### src/rtl/video_timing_if.sv
// Raster timing bundle: beam position, strobes, qualifiers and sync/burst gates
// driven by video_timing toward the pixel sources and the composite mixer.
interface video_timing_if;
  logic [12:0] video_x;
  logic [8:0]  video_y;
  logic        newline;
  logic        newpixel;
  logic        visible_line;
  logic        visible_window;
  logic        sync;
  logic        burst_window;
  logic        field_odd;

  modport master (
    output video_x, video_y, newline, newpixel, visible_line, visible_window,
           sync, burst_window, field_odd
  );

  modport slave (
    input video_x, video_y, newline, newpixel, visible_line, visible_window,
          sync, burst_window, field_odd
  );
endinterface

### src/rtl/video_timing.sv
// Free-running progressive raster generator. Every output is decoded from the
// next beam position and registered, so all outputs describe the same position.
module video_timing #(
  parameter int unsigned CLKS_PER_LINE      = 3456,
  parameter int unsigned LINES_PER_FIELD    = 312,
  parameter int unsigned HSYNC_LEN          = 254,
  parameter int unsigned BURST_START        = 302,
  parameter int unsigned BURST_LEN          = 122,
  parameter int unsigned ACTIVE_START       = 567,
  parameter int unsigned ACTIVE_LEN         = 2808,
  parameter int unsigned CLKS_PER_PIXEL     = 8,
  parameter int unsigned FIRST_VISIBLE_LINE = 23,
  parameter int unsigned VISIBLE_LINES      = 256,
  parameter int unsigned VSYNC_LINES        = 3
) (
  input  logic           clk,
  input  logic           reset,
  video_timing_if.master vt
);

  localparam logic [12:0] LastX     = 13'(CLKS_PER_LINE - 1);
  localparam logic [8:0]  LastY     = 9'(LINES_PER_FIELD - 1);
  localparam logic [12:0] HsyncEnd  = 13'(HSYNC_LEN);
  localparam logic [12:0] HalfLine  = 13'(CLKS_PER_LINE / 2);
  localparam logic [12:0] BroadEnd0 = 13'(CLKS_PER_LINE / 2 - HSYNC_LEN);
  localparam logic [12:0] BroadEnd1 = 13'(CLKS_PER_LINE - HSYNC_LEN);
  localparam logic [12:0] BurstBeg  = 13'(BURST_START);
  localparam logic [12:0] BurstEnd  = 13'(BURST_START + BURST_LEN);
  localparam logic [12:0] ActBeg    = 13'(ACTIVE_START);
  localparam logic [12:0] ActEnd    = 13'(ACTIVE_START + ACTIVE_LEN);
  localparam logic [12:0] LastDiv   = 13'(CLKS_PER_PIXEL - 1);
  localparam logic [8:0]  VisBeg    = 9'(FIRST_VISIBLE_LINE);
  localparam logic [8:0]  VisEnd    = 9'(FIRST_VISIBLE_LINE + VISIBLE_LINES);
  localparam logic [8:0]  VsyncEnd  = 9'(VSYNC_LINES);

  // run_q is low for the first cycle after reset so that cycle presents (0,0).
  logic        run_q, run_d;
  logic [12:0] x_q, x_d;
  logic [8:0]  y_q, y_d;
  logic        field_q, field_d;
  logic [12:0] div_q, div_d;
  logic        newline_q, newline_d;
  logic        newpixel_q, newpixel_d;
  logic        vis_line_q, vis_line_d;
  logic        vis_win_q, vis_win_d;
  logic        sync_q, sync_d;
  logic        burst_q, burst_d;
  logic        broad;

  always_comb begin
    run_d   = 1'b1;
    x_d     = x_q + 13'd1;
    y_d     = y_q;
    field_d = field_q;
    if (!run_q) begin
      x_d = '0;
      y_d = '0;
    end else if (x_q == LastX) begin
      x_d = '0;
      if (y_q == LastY) begin
        y_d     = '0;
        field_d = ~field_q;
      end else begin
        y_d = y_q + 9'd1;
      end
    end

    // Divider is phase-aligned to the first active clock of each line.
    if (x_d == ActBeg || div_q == LastDiv) div_d = '0;
    else                                   div_d = div_q + 13'd1;

    broad      = (y_d < VsyncEnd);
    newline_d  = (x_d == 13'd0);
    vis_line_d = (y_d >= VisBeg) && (y_d < VisEnd);
    vis_win_d  = vis_line_d && (x_d >= ActBeg) && (x_d < ActEnd);
    newpixel_d = vis_win_d && (div_d == 13'd0);
    sync_d     = broad ? ((x_d < BroadEnd0) || ((x_d >= HalfLine) && (x_d < BroadEnd1)))
                       : (x_d < HsyncEnd);
    burst_d    = !broad && (x_d >= BurstBeg) && (x_d < BurstEnd);
  end

  always_ff @(posedge clk) begin
    if (reset) begin
      run_q      <= 1'b0;
      x_q        <= '0;
      y_q        <= '0;
      field_q    <= 1'b0;
      div_q      <= '0;
      newline_q  <= 1'b0;
      newpixel_q <= 1'b0;
      vis_line_q <= 1'b0;
      vis_win_q  <= 1'b0;
      sync_q     <= 1'b0;
      burst_q    <= 1'b0;
    end else begin
      run_q      <= run_d;
      x_q        <= x_d;
      y_q        <= y_d;
      field_q    <= field_d;
      div_q      <= div_d;
      newline_q  <= newline_d;
      newpixel_q <= newpixel_d;
      vis_line_q <= vis_line_d;
      vis_win_q  <= vis_win_d;
      sync_q     <= sync_d;
      burst_q    <= burst_d;
    end
  end

  assign vt.video_x        = x_q;
  assign vt.video_y        = y_q;
  assign vt.field_odd      = field_q;
  assign vt.newline        = newline_q;
  assign vt.newpixel       = newpixel_q;
  assign vt.visible_line   = vis_line_q;
  assign vt.visible_window = vis_win_q;
  assign vt.sync           = sync_q;
  assign vt.burst_window   = burst_q;

endmodule

### src/flat_wrapper.sv
// flat-port wrapper written by rule: the top's interface ports become plain ports
module video_timing_flat 
#(
  parameter int unsigned CLKS_PER_LINE      = 3456,
  parameter int unsigned LINES_PER_FIELD    = 312,
  parameter int unsigned HSYNC_LEN          = 254,
  parameter int unsigned BURST_START        = 302,
  parameter int unsigned BURST_LEN          = 122,
  parameter int unsigned ACTIVE_START       = 567,
  parameter int unsigned ACTIVE_LEN         = 2808,
  parameter int unsigned CLKS_PER_PIXEL     = 8,
  parameter int unsigned FIRST_VISIBLE_LINE = 23,
  parameter int unsigned VISIBLE_LINES      = 256,
  parameter int unsigned VSYNC_LINES        = 3
)
  (clk, reset, vt_video_x, vt_video_y, vt_newline, vt_newpixel, vt_visible_line, vt_visible_window, vt_sync, vt_burst_window, vt_field_odd);
  video_timing_if vt_i ();
  input  logic clk;
  input  logic reset;
  output wire logic [$bits(vt_i.video_x)-1:0] vt_video_x;
  output wire logic [$bits(vt_i.video_y)-1:0] vt_video_y;
  output wire logic [$bits(vt_i.newline)-1:0] vt_newline;
  output wire logic [$bits(vt_i.newpixel)-1:0] vt_newpixel;
  output wire logic [$bits(vt_i.visible_line)-1:0] vt_visible_line;
  output wire logic [$bits(vt_i.visible_window)-1:0] vt_visible_window;
  output wire logic [$bits(vt_i.sync)-1:0] vt_sync;
  output wire logic [$bits(vt_i.burst_window)-1:0] vt_burst_window;
  output wire logic [$bits(vt_i.field_odd)-1:0] vt_field_odd;
  assign vt_video_x = vt_i.video_x;
  assign vt_video_y = vt_i.video_y;
  assign vt_newline = vt_i.newline;
  assign vt_newpixel = vt_i.newpixel;
  assign vt_visible_line = vt_i.visible_line;
  assign vt_visible_window = vt_i.visible_window;
  assign vt_sync = vt_i.sync;
  assign vt_burst_window = vt_i.burst_window;
  assign vt_field_odd = vt_i.field_odd;
  video_timing #(.CLKS_PER_LINE(CLKS_PER_LINE), .LINES_PER_FIELD(LINES_PER_FIELD), .HSYNC_LEN(HSYNC_LEN), .BURST_START(BURST_START), .BURST_LEN(BURST_LEN), .ACTIVE_START(ACTIVE_START), .ACTIVE_LEN(ACTIVE_LEN), .CLKS_PER_PIXEL(CLKS_PER_PIXEL), .FIRST_VISIBLE_LINE(FIRST_VISIBLE_LINE), .VISIBLE_LINES(VISIBLE_LINES), .VSYNC_LINES(VSYNC_LINES)) u_core (.clk(clk), .reset(reset), .vt(vt_i));
endmodule
### config.mk
export PLATFORM = sky130hd
export DESIGN_NAME = video_timing_flat
export DESIGN_NICKNAME = d
export VERILOG_FILES = /design/src/rtl/video_timing_if.sv /design/src/rtl/video_timing.sv /design/src/flat_wrapper.sv
export SDC_FILE = /design/constraint.sdc
export NUM_CORES = 1
export LEC_CHECK = 0
export CAP_MARGIN = 20
export CORE_ASPECT_RATIO = 0.6
export CORE_UTILIZATION = 30
export CTS_BUF_LIST = sky130_fd_sc_hd__clkbuf_8 sky130_fd_sc_hd__clkbuf_16
export DETAILED_ROUTE_END_ITERATION = 7
export GPL_ROUTABILITY_DRIVEN = 0
export GPL_TIMING_DRIVEN = 1
export PLACE_DENSITY = 0.59
export SLEW_MARGIN = 40
export SYNTH_ARGS = -nofsm -noshare
export SYNTH_HDL_FRONTEND = slang
export SYNTH_SLANG_ARGS = --single-unit
### constraint.sdc
create_clock -name clk -period 6.5 [get_ports clk]
set_input_delay 0.975 -clock clk [delete_from_list [all_inputs] [get_ports clk]]
set_output_delay 0.975 -clock clk [all_outputs]
set_load 0.01 [all_outputs]
# Word level (Yosys, flattened, before mapping)
# Cells that the tools add are included.
[word_totals]
register_bits = 43
latchBits = 0
ramBits = 0
romBits = 0
word_cells = 51
n_memories = 0
[op_classes]
addsub = 3
n_mul = 0
n_div = 0
order_cmp = 11
eq_ne = 4
shift = 0
muxes = 8
bitwise_logic = 1
reduce_logical = 13
[op_table]
columns = ["cell", "n"]
rows = [
  ["$mux W13", 3],
  ["$mux W9", 3],
  ["$add A13 B1 Y13 const B", 2],
  ["$logic_not A13 Y1", 2],
  ["$lt A13 B12 Y1 const B", 2],
  ["$eq A13 B10 Y1 const B", 1],
  ["$eq A13 B12 Y1 const B", 1],
  ["$eq A13 B3 Y1 const B", 1],
  ["$ge A13 B10 Y1 const B", 1],
  ["$ge A13 B11 Y1 const B", 1],
  ["$ge A13 B9 Y1 const B", 1],
  ["$lt A13 B11 Y1 const B", 1],
  ["$lt A13 B8 Y1 const B", 1],
  ["$lt A13 B9 Y1 const B", 1],
  ["$add A9 B1 Y9 const B", 1],
  ["$eq A9 B9 Y1 const B", 1],
  ["$ge A9 B5 Y1 const B", 1],
  ["$lt A9 B2 Y1 const B", 1],
  ["$lt A9 B9 Y1 const B", 1],
  ["$logic_and A1 B1 Y1", 7],
  ["$reduce_and A3 Y1", 1],
  ["$logic_or A1 B1 Y1", 2],
  ["$mux W1", 2],
  ["$logic_not A1 Y1", 1],
  ["$not A1 Y1", 1],
]

# Logic depth before layout (Yosys ltp)
[depth]
depth_word = 9
depth_mapped = 11

# Worst setup path after synthesis
# OpenSTA, ideal clock, no wires.
[synth_timing]
path_type = "reg-to-reg"
startpoint = "reg u_core.x_q[1] (netlist: u_core.vt.video_x[1])"
endpoint = "reg u_core.newpixel_q (netlist: u_core.vt.newpixel)"
arrival_ps = 2817
t_required_ps = 6413
slack_ps = 3596
stages_incl_launch_ff = 11
path_buffers = 2
synth_period_minus_slack_ps = 2904
cell_sequence = "dfxtp_1 > ha_1 > buf_6 > nand4_4 > or4_1 > buf_2 > o31a_1 > a211oi_2 > a21oi_1 > or4_4 > a221oi_2"
[synth_via]
elab_chain_cells = 8
word_cells_on_any_way = 18
classes_between = "add/sub (1); order compare (4); eq/ne (2); mux (5); reduce/logical (6)"
[synth_rtl]
columns = ["item", "line_no", "text"]
rows = [
  ["start: declaration", "video_timing.sv:38", "logic [12:0] x_q, x_d;"],
  ["start signal: assignment", "video_timing.sv:85", "x_q <= '0;"],
  ["start signal: assignment", "video_timing.sv:97", "x_q <= x_d;"],
  ["branches (longest 7 deep; another with $add A13 B1 Y13)", "--", ""],
  ["$logic_and A1 B1 Y1 (*)", "video_timing.sv:76", "newpixel_d = vis_win_d && (div_d == 13'd0);"],
  ["end signal: assignment", "video_timing.sv:102", "newpixel_q <= newpixel_d;"],
  ["end: declaration", "video_timing.sv:43", "logic newpixel_q, newpixel_d;"],
]
# Every way passes the cells marked *.
# A chain may end at the register's enable or synchronous reset.

# Final worst setup path
[layout_timing]
startpoint = "reg u_core.x_q[0] (netlist: u_core.vt.video_x[0])"
endpoint = "reg u_core.newpixel_q (netlist: u_core.vt.newpixel)"
# The elaborated chain is that of the path after synthesis.

==> impl_metrics.toml <==
[status]
status = "finished, final reports clean"

[yosys]
synth_area_leaders = "dfxtp_1 33%, nor2_1 7.1%, xnor2_1 5.1%"
synth.cell_area_sq_mm = 0.00258
netlist.area_leader.share_pct = 33.4
synth_top_area_cell = "dfxtp_1"
postSynthAreaPerCell_sq_um = 7.96
synth-edff-count = 0
syn_inst = 324
async_flop_share_pct = 0
synthTopCellsByCount = "49 x nor2_1, 43 x dfxtp_1, 21 x nand2_1"
synth-seq-cells = 43
ys.flop_type = "dfxtp_1"
synth_fp_nets = 329
synth_warnings = 0
synth_cell_type_count = 64
synth_most_common_cell = "nor2_1"
seq_area_frac_synth_pct = 33.4

[final_layout]
fin_util_pct = 38.6
drive_gt1_share_pct = 4.87
fin_cells = 457
seq_area_sq_um = 861
final_cell_area_sq_mm = 0.00312
fin_nets = 353
multi_input_area_sq_mm = 0.00162
n_antenna_cell = 0
nFillCells = 818
synthToLayoutAreaGrowth_pct = 21.2

[routing]
wl_per_cell_microns = 15.3
vias = 2537
antenna_left = 0
drc = 0
drt-initial-drc-count = 225
dr.pass1.iters = 4
finalWirelength_mm = 6.99
vias_per_cell = 5.55

[timing]
slew_headroom_pct = 50.2
min_period_over_period_pct = 55.1
slew_violations = 0
period_minus_slack_ns = 3.58
finalSetupTns_ns = 0
clock_skew_ns = 0.00692
rsz0062_at_grt = "false"
fmax_mhz = 279
finalSetupViolCount = 0
worst_slack_ns = 2.92
finalHoldViolCount = 0
worst_pin_slew_ns = 0.742

[worst_hold_path]
holdPathStages = 1
hold_start = "u_core.div_q[0]"
hp-class = "reg2reg"

[global_route]
overflow = 0
grt_first_pass_wirelength_mm = 11.2
grt_pass1_vias = 2154
antenna_found_initial = 0
grt_max_degree = 15
grt_usage_pct = 16.2

[clocking]
cts_max_path_buffers = 2
cts_setup_buffers = 0
cts_inserted_buffers = 5
insertion_delay_ns = 0.28
cts-root-buf = "clkbuf_16"
cts_num_sinks = 43
cts_resized = 0
cts.clk_slew.worst_paths_ns = 0.06
cts_hold_buffers = 0
htreeDepth = 2
cts_tree = "yes"

[power]
ir_drop_mv = 0.125
power.density_mw_per_mm2 = 179
p_leak_nw = 0.967

[critical_path]
worstSetupStartpointType = "register"
critPathArrivalTime_ns = 3.78
endpoint_kind = "register"
regToRegStartpoint = "u_core.vt.video_x[0]"
crit_required_ns = 6.70
ff2ff_path_depth = 8
worstSetupPathType = "reg2reg"
setup.worst_path.start = "u_core.vt.video_x[0]"
crit_fanout = 14

[job]
drv_cap = 0

[place]
dpl_worst_slack_ns = 2.95
postPlaceCellArea_sq_mm = 0.00296
hpwl_mm = 5.29
io_buffers = 30
placed_cells = 449

[floorplanning]
dieWidth_microns = 122
core_sq_mm = 0.00810
die_h_microns = 73.8
die_area_sq_mm = 0.00898
start_util_pct = 31.8
io_pins = 31
rows = 25
[worst max-delay path, cell delays in order (launching register included)]
cell and delay, ns:
dfxtp_1 0.55, ha_1 0.44, nand4_4 0.26, or4_1 0.82
o31a_1 0.41, a211oi_2 0.18, a21oi_1 0.13, or4_4 0.46
a221oi_2 0.26
[logic make-up (layout without fill, tap and decap cells)]
family	after synthesis	after routing	share of synthesized area (%)
AND/OR/NAND/NOR	150	150	30.4
buffers and inverters	25	50	4.41
XOR/XNOR	23	23	7.81
flip-flops	43	43	33.4
multiplexers	1	1	0.388
AO/OA/AOI/OAI	78	78	21.7
adder cells (fa/ha/maj)	4	4	1.84
[state kept, by name, indices dropped and copies added, names as in the netlist]
name                      count
u_core.vt.burst_window        1
u_core.vt.video_x            13
u_core.vt.field_odd           1
u_core.vt.video_y             9
u_core.vt.sync                1
u_core.vt.visible_line        1
u_core.vt.newpixel            1
u_core.div_q                 13
u_core.vt.visible_window      1
u_core.vt.newline             1
u_core.run_q                  1
[through the flow]
| stage | power (mW) | hold slack [ns] |
|---|---|---|
| floorplan | 0.292 | 0.437 |
| global placement | 0.301 | 0.463 |
| detailed placement | 0.302 | 0.473 |
| CTS | 0.564 | 0.487 |
| global route | 0.583 | 0.546 |
| finish | 0.559 | 0.492 |
[layout by cell type (no fill, tap or decap), drive strengths merged, types with 5 or more instances in the layout]
cell type,synthesis,layout
nand4,9,9
clkdlybuf4s50,0,30
nand2,21,21
nand3,15,15
and3,6,6
dfxtp,43,43
a21oi,12,12
xnor2,15,15
clkbuf,8,7
nor4,8,8
xor2,8,8
or4,5,5
inv,9,10
nor3,14,14
nor2,49,49
o21ai,16,16
[per-layer routing]
metal | track usage (%) | vias to the layer above | wire, microns
li1 | - | 1256 | -
met1 | 25.9 | 1180 | 3670
met2 | 20.5 | 95 | 2580
met3 | 4.35 | 6 | 692
met4 | 3.70 | 0 | 55
met5 | 0 | - | 0
[layout make-up]
class                   count  share of cell area, %
multi-input cells         256                   51.8
flip-flops and latches     43                   27.6
repair buffers             32                   10.1
clock buffers               7                   4.89
well taps                 108                   4.33
inverters                  10                   1.20
clock inverters             1                  0.120
[final timing paths]
| kind | endpoint | slack (ns) |
|---|---|---|
| worst min-delay path | u_core.div_q[0] | 0.49 |
| worst max register to register | u_core.vt.newpixel | 2.92 |
| worst max-delay path | u_core.vt.newpixel | 2.92 |
| worst min register to register | u_core.div_q[0] | 0.49 |
[where the power goes]
part	internal [mW]	switching [mW]	total [mW]
logic	0.00928	0.0148	0.0241
clock network	0.162	0.101	0.263
registers	0.267	0.00486	0.272
total	0.438	0.120	0.559
Power figures use the tool's default switching activity.
